`src/rtl/issue_queue_flush_returner.sv`:
```
// Walks a flushed-entry mask chunk by chunk, handing freed issue-queue indices back
// RETURN_WIDTH at a time; flushes arriving mid-walk are merged into the pending mask.
module issue_queue_flush_returner #(
  parameter int ENTRY_NUM    = 16,
  parameter int RETURN_WIDTH = 4
) (
  input  logic                                        clk,
  input  logic                                        rst,
  input  logic                                        flushReq,
  input  logic [ENTRY_NUM-1:0]                        flushMask,
  output logic [RETURN_WIDTH-1:0]                     returnValid,
  output logic [RETURN_WIDTH*$clog2(ENTRY_NUM)-1:0]   returnIndex,
  output logic                                        busy,
  output logic                                        done
);

  localparam int CYCLE_NUM = (ENTRY_NUM - 1) / RETURN_WIDTH + 1;
  localparam int IDX_W     = $clog2(ENTRY_NUM);
  localparam int CNT_W     = (CYCLE_NUM > 1) ? $clog2(CYCLE_NUM) : 1;
  // Pending mask zero-padded to a whole number of chunks so the last chunk's
  // out-of-range lanes read as invalid.
  localparam int EXT_W     = CYCLE_NUM * RETURN_WIDTH;

  typedef enum logic {S_IDLE, S_RETURN} state_t;

  state_t                  r_state;
  logic [ENTRY_NUM-1:0]    r_pend;
  logic [CNT_W-1:0]        r_cnt;
  logic                    r_done;

  logic [31:0]             w_base;
  logic [EXT_W-1:0]        w_pend_ext;
  logic [RETURN_WIDTH-1:0] w_chunk;
  logic [RETURN_WIDTH-1:0] w_valid;
  logic [ENTRY_NUM-1:0]    w_clr;
  logic [ENTRY_NUM-1:0]    w_pend_next;
  logic [CNT_W-1:0]        w_cnt_next;

  assign w_base      = 32'(r_cnt) * 32'(RETURN_WIDTH);
  assign w_pend_ext  = EXT_W'(r_pend);
  assign w_chunk     = RETURN_WIDTH'(w_pend_ext >> w_base);
  assign w_valid     = (r_state == S_RETURN) ? w_chunk : '0;
  assign w_clr       = ENTRY_NUM'(EXT_W'(w_valid) << w_base);
  assign w_pend_next = (r_pend & ~w_clr) | (flushReq ? flushMask : '0);
  assign w_cnt_next  = (r_cnt == CNT_W'(CYCLE_NUM - 1)) ? '0 : r_cnt + CNT_W'(1);

  // Lane indices depend only on the registered chunk counter.
  generate
    for (genvar gi = 0; gi < RETURN_WIDTH; gi++) begin : g_lane
      assign returnIndex[gi*IDX_W +: IDX_W] = w_base[IDX_W-1:0] + IDX_W'(gi);
    end
  endgenerate

  assign returnValid = w_valid;
  assign busy        = (r_state == S_RETURN);
  assign done        = r_done;

  always_ff @(posedge clk) begin
    if (rst) begin
      r_state <= S_IDLE;
      r_pend  <= '0;
      r_cnt   <= '0;
      r_done  <= 1'b0;
    end else begin
      r_done <= 1'b0;
      case (r_state)
        S_IDLE: begin
          if (flushReq) begin
            if (|flushMask) begin
              r_pend  <= flushMask;
              r_cnt   <= '0;
              r_state <= S_RETURN;
            end else begin
              r_done <= 1'b1;
            end
          end
        end
        S_RETURN: begin
          r_pend <= w_pend_next;
          r_cnt  <= w_cnt_next;
          if (w_pend_next == '0) begin
            r_state <= S_IDLE;
            r_cnt   <= '0;
            r_done  <= 1'b1;
          end
        end
        default: r_state <= S_IDLE;
      endcase
    end
  end

endmodule

```
`config.mk`:
```
export PLATFORM = sky130hd
export DESIGN_NAME = issue_queue_flush_returner
export DESIGN_NICKNAME = d
export VERILOG_FILES = /design/src/rtl/issue_queue_flush_returner.sv
export SDC_FILE = /design/constraint.sdc
export NUM_CORES = 1
export LEC_CHECK = 0
export ABC_AREA = 1
export ABC_CLOCK_PERIOD_IN_PS = 2300
export BUFFER_PORTS_ARGS = -buffer_cell sky130_fd_sc_hd__buf_2
export CORE_ASPECT_RATIO = 0.8
export CORE_MARGIN = 5
export CORE_UTILIZATION = 38
export CTS_BUF_LIST = sky130_fd_sc_hd__clkbuf_4 sky130_fd_sc_hd__clkbuf_8
export DETAILED_ROUTE_END_ITERATION = 16
export PLACE_DENSITY = 0.58
export REMOVE_ABC_BUFFERS = 1
export SYNTH_ARGS = -nofsm -noshare
export SYNTH_HDL_FRONTEND = slang
export SYNTH_SLANG_ARGS = --single-unit
```
`constraint.sdc`:
```
create_clock -name clk -period 2.3 [get_ports clk]
set_input_delay 0.23 -clock clk [delete_from_list [all_inputs] [get_ports clk]]
set_output_delay 0.23 -clock clk [all_outputs]
set_load 0.005 [all_outputs]
```
==> metrics.cfg <==
[outcome]
outcome=completed

[setup_path]
worstRegToRegCells=12
cells_traversed_along_the_worst_timing_path=buf_4 -> nand2_1 -> o21ai_2 -> nand4_1 -> nand2_1 -> o21ai_0 -> nor2_1 -> nand2_1 -> nor2_1 -> nand2_2 -> nand2_2 -> a21oi_1
critical_path.n_buffers_inverters=1
crit-reg2reg-launch=r_cnt[0]
cp_slowest_cell=dfxtp_1
cp.arrival_ns=2.08
required_ns=2.44
worst-r2r-setup-slack_ns=0.36
startpoint_type=register
cell_family_with_most_cp_delay=simple AND/OR/NAND/NOR gates
max_stage_delay_ns=0.42
worstPathMaxFanout=29
setup.worst_path.class=reg2reg
path_common_cell=nand2_1
worstSetupEndpointType=register
timing.rr.end=busy

[floorplan]
die-area_mm2=0.005758
die-width_um=83.60
core.rowCount=21
floorplan.initialDensity_pct=39.41
ios=41
die_h_um=68.88
coreArea_mm2=0.004178

[final_layout]
multi_input_comb_area_um2=934.6
drive_above_1_share_pct=18.92
final_cell_mix=nand2_1, inv_1, buf_2
n_antenna_cell=0
final_net_count=317
final_common_cell=nand2_1
layout.filler_cells=476
syn2layout_area_growth_pct=10.26
area.sequential_um2=400.4

[global_routing]
first_global_vias=1628
antenna_found_initial=0
grt_first_pass_wirelength_um=7631
groute.usage.overall_pct=16.65
grt_start_max_net_pins=30
globalRoute.totalOverflow=0

[timing]
timing.final.crit_period_ns=1.938
maximum_clock_skew_at_final_layout_ns=0.005991
setup-tns-final_ns=0
tightestPinTransition_ns=0.5331
finalSetupViolations=0
timing.final.hold_violations=0
slew-limit-headroom_pct=64.37
finalCritPeriodShare_pct=84.28
finalMaxSlewViolations=0
worst_slack_ns=0.3617
fmax_mhz=515.9
rsz0062_at_grt=false

[routing]
drt_drc_violations_left=0
drt_iter0_markers=132
routed_wire_length_per_instance_um=13.31
wl_um=4700
routed_via_density=4.969
num_vias=1754
firstDrtPassIters=4
detail-route-antenna-nets=0

[hold_path]
worst_hold_path.num_cells=3
min-delay-path-class=in2reg
worst_hold_path.endpoint=r_pend[7]
hold_start=flushMask[7]

[clocking]
tritoncts=built
cts.hold.buffers_added=0
clock_sinks=20
ctsLongestPathBuffers=2
clkLatencyLatePin_ns=0.27
cts_resized=0
cts-buffers-inserted=3
worst_setup_hold_path_clk_slew_ns=0.08
clock_tree.htree_level_count=1
clockRootBuffer=clkbuf_8
cts.repair_timing.setup_buffer_count=0

[placement]
gp_congestion=0.8181
dpl.hpwl_um=3582
buffer_ports.inserted=32
detailedPlace.worstSlack_ns=0.3451

[power_and_ir_drop]
power_density_mw_per_mm2=528.3
static-leakage-power_uw=0.0009174
vdd.ir_drop.worst_mv=0.2905

[logic_synthesis]
number_of_register_bits_inferred_by_synthesis=20
ys_dominant_reg_cell=dfxtp_1
synthDistinctLibCells=26
yosysSeqAreaShare_pct=24.32
synth_area_leaders=dfxtp_1, nand2_1, inv_1
synthesis.instances=275
synth-warning-count=0
synth_area_per_cell_um2=5.988
synth_largest_area_cell=dfxtp_1
synthesis.area_mm2=0.001647
number_of_enable_flip_flop_cells_after_synthesis=0
ys_async_sr_fraction_pct=0
synth_top_area_share_pct=24.32

[flow_run]
drv.max_cap_violation_count=0

## worst max-delay path by stage
stage	startpoint	endpoint	slack (ns)	cells past startpoint
after floorplan	r_cnt[0]	done	0.16	13
after global placement	flushMask[1]	r_pend[1]	0.33	9
after detailed placement	flushMask[1]	r_pend[0]	0.35	9
after CTS	r_cnt[0]	busy	0.37	12
after global routing	r_cnt[0]	done	0.15	12
final	r_cnt[0]	busy	0.36	12
## routing by layer
| metal | global-route usage [%] | vias up | part of all wire, % |
|---|---|---|---|
| li1 | - | 911 | - |
| met1 | 23.20 | 790 | 49 |
| met2 | 26.19 | 46 | 44 |
| met3 | 3.444 | 7 | 6.3 |
| met4 | 4.819 | 0 | 0.55 |
| met5 | 0 | - | 0 |
## worst reg2reg max path, cell delays in order (launching register included)
cell and delay [ns]:
dfxtp_1 0.42, buf_4 0.33, nand2_1 0.12, o21ai_2 0.07, nand4_1 0.10, nand2_1 0.08
o21ai_0 0.13, nor2_1 0.12, nand2_1 0.07, nor2_1 0.13, nand2_2 0.09, nand2_2 0.07
a21oi_1 0.09
## state kept, by name, summed over array words and instances, names as in the netlist
name / flops
r_pend: 16
done: 1
busy: 1
r_cnt: 2
## cells in the mapped netlist, types with 2 or more instances
library cell,instances
nor2_1,15
o221ai_1,8
nand2_1,89
dfxtp_1,20
nand2_2,5
o21ai_2,2
nand3_2,3
inv_1,36
nand4_1,17
buf_4,14
nor2_2,2
buf_2,7
clkbuf_1,3
nand3_1,8
buf_6,3
nor4_1,4
a31oi_1,2
conb_1,2
o21ai_0,11
a21oi_1,13
o21ai_1,6
## where the power goes
group | total (uW) | internal, uW | switching (uW)
registers | 394 | 373 | 21.2
logic | 283 | 99.1 | 184
clock network | 282 | 153 | 129
total | 959 | 625 | 334
## through the flow
stage                     area, um2  std cells  power (uW)  hold WS, ns  util (%)
after global placement         1760        349       682.4       0.4920     42.14
after floorplan                1484        254       580.7       0.2991         -
after detailed placement       1760        349       683.0       0.4988     42.14
final                          1815        353       959.1       0.2672     43.46
after CTS                      1815        353       965.2       0.2592     43.46
after global routing           1815        353        1029       0.2855     43.46
## cell families after synthesis
family	after synthesis	share of synthesized area, %
other cells	2	0.4561
flops	20	24.32
compound gates	42	15.20
fa+ha+maj	1	0.7598
simple gates	144	38.98
buf+inv	66	20.29
## area by class of cell
class,count,area share [%]
flip-flops and latches,20,22.05
multi-input cells,195,51.48
clock buffers,4,3.032
repair buffers,38,11.30
well taps,57,3.928
inverters,39,8.201
Note: power is estimated with default switching activity, not from simulation.
